## src/rtl/rsa_pkg.sv

```systemverilog
// Shared widths, cycle counts and FSM state type for the RSA encryption datapath.
package rsa_pkg;
  localparam int unsigned DATA_W        = 16;
  localparam int unsigned KEY_W         = 8;
  localparam int unsigned REDUCE_CYCLES = 32;
  localparam int unsigned MODMUL_CYCLES = 33;

  typedef enum logic [2:0] {
    IDLE,
    CHECK,
    SQ,
    MUL,
    DONE
  } state_e;
endpackage

```

## src/rtl/mod_reduce_seq.sv

```systemverilog
// Bit-serial restoring reducer: remainder of a 2W-bit operand modulo a W-bit modulus,
// one operand bit per cycle, MSB first, fixed 2W cycles from start to done.
module mod_reduce_seq
  import rsa_pkg::*;
#(
  parameter int unsigned W = DATA_W
) (
  input  logic           clk_i,
  input  logic           rst_i,
  input  logic           start_i,
  input  logic [2*W-1:0] operand_i,
  input  logic [W-1:0]   modulus_i,
  output logic           done_o,
  output logic [W-1:0]   rem_o
);
  localparam int unsigned CW = $clog2(2 * W);
  localparam logic [CW-1:0] LAST = CW'(2 * W - 1);

  logic [2*W-1:0] shreg_q, shreg_d;
  logic [W-1:0]   rem_q;
  logic [CW-1:0]  cnt_q;
  logic           busy_q;
  logic           done_q;

  logic           bit_in;
  logic [W-1:0]   rem_base;
  logic [W:0]     shifted;
  logic [W:0]     rem_step;

  // The start cycle already consumes the operand MSB, so the last step lands on cnt == 2W-1.
  always_comb begin
    bit_in   = start_i ? operand_i[2*W-1] : shreg_q[2*W-1];
    rem_base = start_i ? '0 : rem_q;
    shreg_d  = start_i ? {operand_i[2*W-2:0], 1'b0} : {shreg_q[2*W-2:0], 1'b0};
    shifted  = {rem_base, bit_in};
    rem_step = (shifted >= {1'b0, modulus_i}) ? (shifted - {1'b0, modulus_i}) : shifted;
  end

  always_ff @(posedge clk_i) begin
    if (rst_i) begin
      shreg_q <= '0;
      rem_q   <= '0;
      cnt_q   <= '0;
      busy_q  <= 1'b0;
      done_q  <= 1'b0;
    end else begin
      done_q <= 1'b0;
      if (start_i) begin
        shreg_q <= shreg_d;
        rem_q   <= rem_step[W-1:0];
        cnt_q   <= CW'(1);
        busy_q  <= 1'b1;
      end else if (busy_q) begin
        shreg_q <= shreg_d;
        rem_q   <= rem_step[W-1:0];
        cnt_q   <= cnt_q + CW'(1);
        if (cnt_q == LAST) begin
          busy_q <= 1'b0;
          done_q <= 1'b1;
        end
      end
    end
  end

  assign done_o = done_q;
  assign rem_o  = rem_q;
endmodule

```

## src/rtl/rsa_encryptor.sv

```systemverilog
// RSA encryption: ciphertext = message^public_key mod n by left-to-right square-and-multiply,
// every exponent bit scanned so latency depends only on popcount(public_key).
module rsa_encryptor
  import rsa_pkg::*;
#(
  parameter int unsigned DATA_W = rsa_pkg::DATA_W,
  parameter int unsigned KEY_W  = rsa_pkg::KEY_W
) (
  input  logic              clk,
  input  logic              rst,
  input  logic              start,
  input  logic [DATA_W-1:0] message,
  input  logic [KEY_W-1:0]  public_key,
  input  logic [DATA_W-1:0] n,
  output logic              ready,
  output logic              done,
  output logic [DATA_W-1:0] ciphertext,
  output logic              error
);
  localparam int unsigned PW = 2 * DATA_W;
  localparam int unsigned IW = (KEY_W > 1) ? $clog2(KEY_W) : 1;

  state_e            state_q, state_d;
  logic [DATA_W-1:0] m_q, m_d;
  logic [KEY_W-1:0]  e_q, e_d;
  logic [DATA_W-1:0] n_q, n_d;
  logic [DATA_W-1:0] acc_q, acc_d;
  logic [IW-1:0]     idx_q, idx_d;
  logic              issue_q, issue_d;
  logic              err_q, err_d;
  logic              done_q, done_d;
  logic [DATA_W-1:0] ct_q, ct_d;
  logic              error_q, error_d;

  logic [PW-1:0]     acc_w, m_w, red_operand;
  logic              red_start, red_done;
  logic [DATA_W-1:0] red_rem;

  always_comb begin
    acc_w       = PW'(acc_q);
    m_w         = PW'(m_q);
    red_operand = (state_q == MUL) ? (acc_w * m_w) : (acc_w * acc_w);
    red_start   = issue_q && ((state_q == SQ) || (state_q == MUL));
  end

  mod_reduce_seq #(.W(DATA_W)) u_reduce (
    .clk_i     (clk),
    .rst_i     (rst),
    .start_i   (red_start),
    .operand_i (red_operand),
    .modulus_i (n_q),
    .done_o    (red_done),
    .rem_o     (red_rem)
  );

  always_comb begin
    state_d = state_q;
    m_d     = m_q;
    e_d     = e_q;
    n_d     = n_q;
    acc_d   = acc_q;
    idx_d   = idx_q;
    issue_d = issue_q;
    err_d   = err_q;
    done_d  = 1'b0;
    ct_d    = ct_q;
    error_d = error_q;
    unique case (state_q)
      IDLE: begin
        if (start && !done_q) begin
          m_d     = message;
          e_d     = public_key;
          n_d     = n;
          acc_d   = DATA_W'(1);
          idx_d   = IW'(KEY_W - 1);
          err_d   = 1'b0;
          state_d = CHECK;
        end
      end
      CHECK: begin
        if ((n_q < DATA_W'(2)) || (m_q >= n_q)) begin
          err_d   = 1'b1;
          state_d = DONE;
        end else begin
          issue_d = 1'b1;
          state_d = SQ;
        end
      end
      SQ, MUL: begin
        if (issue_q) begin
          issue_d = 1'b0;
        end else if (red_done) begin
          acc_d = red_rem;
          if ((state_q == SQ) && e_q[idx_q]) begin
            issue_d = 1'b1;
            state_d = MUL;
          end else if (idx_q == '0) begin
            state_d = DONE;
          end else begin
            idx_d   = idx_q - IW'(1);
            issue_d = 1'b1;
            state_d = SQ;
          end
        end
      end
      DONE: begin
        done_d  = 1'b1;
        ct_d    = err_q ? '0 : acc_q;
        error_d = err_q;
        state_d = IDLE;
      end
      default: state_d = IDLE;
    endcase
  end

  always_ff @(posedge clk) begin
    if (rst) begin
      state_q <= IDLE;
      m_q     <= '0;
      e_q     <= '0;
      n_q     <= '0;
      acc_q   <= '0;
      idx_q   <= '0;
      issue_q <= 1'b0;
      err_q   <= 1'b0;
      done_q  <= 1'b0;
      ct_q    <= '0;
      error_q <= 1'b0;
    end else begin
      state_q <= state_d;
      m_q     <= m_d;
      e_q     <= e_d;
      n_q     <= n_d;
      acc_q   <= acc_d;
      idx_q   <= idx_d;
      issue_q <= issue_d;
      err_q   <= err_d;
      done_q  <= done_d;
      ct_q    <= ct_d;
      error_q <= error_d;
    end
  end

  // done is registered out of DONE, so ready stays low through the pulse cycle.
  assign ready      = (state_q == IDLE) && !done_q;
  assign done       = done_q;
  assign ciphertext = ct_q;
  assign error      = error_q;
endmodule

```

## config.mk

```make
export PLATFORM = sky130hd
export DESIGN_NAME = rsa_encryptor
export DESIGN_NICKNAME = d
export VERILOG_FILES = /design/src/rtl/rsa_pkg.sv /design/src/rtl/mod_reduce_seq.sv /design/src/rtl/rsa_encryptor.sv
export SDC_FILE = /design/constraint.sdc
export NUM_CORES = 1
export LEC_CHECK = 0
export BUFFER_PORTS_ARGS = -buffer_cell sky130_fd_sc_hd__buf_2
export CAP_MARGIN = 10
export CORE_ASPECT_RATIO = 1.25
export CORE_MARGIN = 5
export CORE_UTILIZATION = 55
export DETAILED_ROUTE_END_ITERATION = 8
export PLACE_DENSITY = 0.7
export SLEW_MARGIN = 40
export SYNTH_ARGS = -nofsm -noshare
export SYNTH_HDL_FRONTEND = slang
export SYNTH_SLANG_ARGS = --single-unit
```

## constraint.sdc

```tcl
create_clock -name clk -period 17.3 [get_ports clk]
set_input_delay 0.865 -clock clk [delete_from_list [all_inputs] [get_ports clk]]
set_output_delay 0.865 -clock clk [all_outputs]
set_load 0.01 [all_outputs]
```

==> results.ini <==
[outcome]
status = finished, final reports clean

[pwr]
pwr_density_cell_mw_per_mm2 = 57.9
power_mw = 1.39
p_leak_nw = 12.3
ir_worst_vdd_mv = 0.182

[yosys]
yosys-top-cells-count = 482 x inv_1, 357 x fa_1, 345 x nand2_1
yosys.area.top_type = fa_1
syn_avg_cell_area_um2 = 8.53
synth_nets = 3302
synthTopCellsByArea = fa_1 32%, ha_1 13%, dfxtp_1 12%
yosysMostFrequentCell = inv_1
synth.top_cell.area_share_pct = 31.5
synth_cell_types = 84
yosys_warnings = 0
syn_inst = 2660
ys_seq_elements = 136
ys.flop_type = dfxtp_1
synth-edff-count = 0
synth_area_mm2 = 0.0227
async_flop_share_pct = 0
ys_seq_area_share_pct = 12.0

[timing]
fin_crit_sh_pct = 52.4
finalWorstSetupSlack_ns = 8.23
slew_violations = 0
skew_ns = 0.0217
hold_violations = 0
min_period_ns = 9.07
fmax_ghz = 0.110
rsz0062_at_grt = no
slew-limit-headroom_pct = 41.3
fin_tns_setup_ns = 0
tightest_slew_ns = 0.879
setup_violations = 0

[cts]
cts_made_buffers = 17
cts_htree_levels = 4
cts-root-buf = clkbuf_16
clock_latency_ns = 0.45
cts_setup_buffers = 0
cts-resized-gates = 0
hold_buffers = 0
max-clock-path-buffers = 2
tritoncts = built
cts.sinks = 136
path_clk_slew_ns = 0.08

[worst_setup_path]
cp.depth = 29
max_stage_delay_ns = 0.67
reg2reg_slack_ns = 8.23
startpoint = acc_q[9]
cp-start-kind = register
crit_top_cell = fa_1
critical-path-top-delay-family = adder cells
r2r_start = acc_q[9]
cp_data_required_time_ns = 17.63
r2r_cells = 29
r2r_end = u_reduce.rem_o[1]
slowest_stage = dfxtp_1
endpoint_kind = register
crit_type = reg2reg
crit_buf_inv = 4
crit_end = u_reduce.rem_o[1]
worstPathArrival_ns = 9.41
path_max_fanout = 27

[layout]
drive_gt1_share_pct = 5.87
multiInputGateArea_mm2 = 0.0176
area_delta_synth_final_pct = 5.53
final_cells = 3193
nFillCells = 3659
regArea_mm2 = 0.00273
antennaDiodeCount = 0
final_util_pct = 58.5
layout.nets = 3270

[global_route]
use_met3_pct = 3.17
met1_usage_pct = 30.6
grt-ovfl-total = 0
grt_max_degree = 97
grt_first_pass_wirelength_um = 95700
grt_usage_pct = 26.4
grt_util_met2_pct = 46.8
antenna_found_initial = 0
grt_pass1_vias = 19400
top_usage_layer = met2

[floorplanning]
fp.dieW_um = 192
start_util_pct = 55.4
placementRows = 83
die_area_mm2 = 0.0454
coreArea_mm2 = 0.0409
die_y_um = 237
ioPinCount = 62

[placed_design]
place_inst = 3161
gp_congestion = 0.883
io_buffers = 61
place_ws_ns = 8.32
post-dp-hpwl_um = 44300

[flow_run]
maxCapViolations = 0

[drt]
detail_route.wl_per_cell_um = 18.2
dr.pass1.iters = 5
routed_wirelength_um = 58200
viasPerCell = 5.63
first_iter_violations = 862
route.vias.total = 18000
drc = 0
ant_nets = 0

[min_path]
min_path_type = reg2reg
hp-start = e_q[3]

==> cell type report <==
cell class | count | share of cell area, %
multi-input combinational | 1904 | 73.6
sequential | 136 | 11.4
inverter | 483 | 7.58
tap | 552 | 2.89
timing repair buffer | 86 | 2.09
clock buffer | 17 | 1.78
clock inverter | 15 | 0.706
==> where the power goes <==
| group | switching (mW) | internal [mW] | total (mW) |
|---|---|---|---|
| registers | 0.0905 | 0.356 | 0.446 |
| logic | 0.356 | 0.212 | 0.568 |
| clock network | 0.177 | 0.195 | 0.372 |
==> worst reg2reg max path: cells and delay by family (launching register included) <==
family,cells,cell delay [ns]
AO/OA/AOI/OAI,10,2.53
flip-flops,1,0.67
AND/OR/NAND/NOR,5,0.96
buffers and inverters,4,0.65
multiplexers,2,0.60
adder cells (fa/ha/maj),8,3.55
==> routing by layer <==
metal  vias to the layer above  share of wire [%]
li1                       8370                  -
met4                         0                6.1
met5                         -                  0
met1                      8888                 38
met3                       177                5.2
met2                       534                 51
==> metrics by stage <==
step / hold slack, ns / area [µm²]
after floorplan: 0.427 / 22700
final: 0.452 / 23900
after CTS: 0.456 / 23900
after global routing: 0.476 / 23900
after global placement: 0.437 / 23300
after detailed placement: 0.445 / 23300
==> flip-flops by register name, indices dropped and copies added, names as in the netlist <==
signal            count
u_reduce.shreg_q     31
acc_q                16
ciphertext           16
m_q                  16
n_q                  16
u_reduce.rem_o       16
e_q                   8
u_reduce.cnt_q        5
idx_q                 3
state_q               3
done                  1
err_q                 1
error                 1
issue_q               1
u_reduce.busy_q       1
u_reduce.done_o       1
==> cell usage in the layout (no fill, tap or decap), types with 9 or more instances in the layout <==
master	Yosys	layout
inv_1	482	482
xnor2_1	39	39
dfxtp_1	136	131
fa_1	357	357
o21a_1	10	10
buf_2	5	60
clkbuf_16	0	17
nor3_1	42	41
a211oi_1	56	56
nand3_1	14	14
a21oi_1	143	143
nand2b_1	14	14
nor3b_1	10	10
and2_1	171	171
mux2i_1	33	33
a311oi_1	12	12
ha_1	242	242
xor2_1	27	27
nand4_1	9	9
buf_4	0	25
nor2b_1	19	19
nand2_1	345	344
a22oi_1	15	15
nor2_1	136	135
a21o_1	36	36
and3_1	11	11
o21ai_0	36	36
a31oi_1	11	11
==> worst min-delay path by stage <==
stage	slack (ns)	end	depth (start not counted)
global placement	0.44	u_reduce.rem_o[2]	2
CTS	0.46	e_q[3]	2
global route	0.48	e_q[3]	2
finish	0.45	e_q[3]	2
detailed placement	0.45	e_q[3]	2
floorplan	0.43	u_reduce.rem_o[2]	2
==> cell families (layout without fill, tap and decap cells) <==
kind of cell             after synthesis  in the layout  share of synthesized area [%]
adder cells (fa/ha/maj)              599            599                           44.9
AND/OR/NAND/NOR                      812            812                           17.1
buffers and inverters                620            601                           10.4
AO/OA/AOI/OAI                        390            390                           11.3
multiplexers                          37             37                           1.75
flip-flops                           136            136                           12.0
XOR/XNOR                              66             66                           2.55
Power figures use the tool's default switching activity.
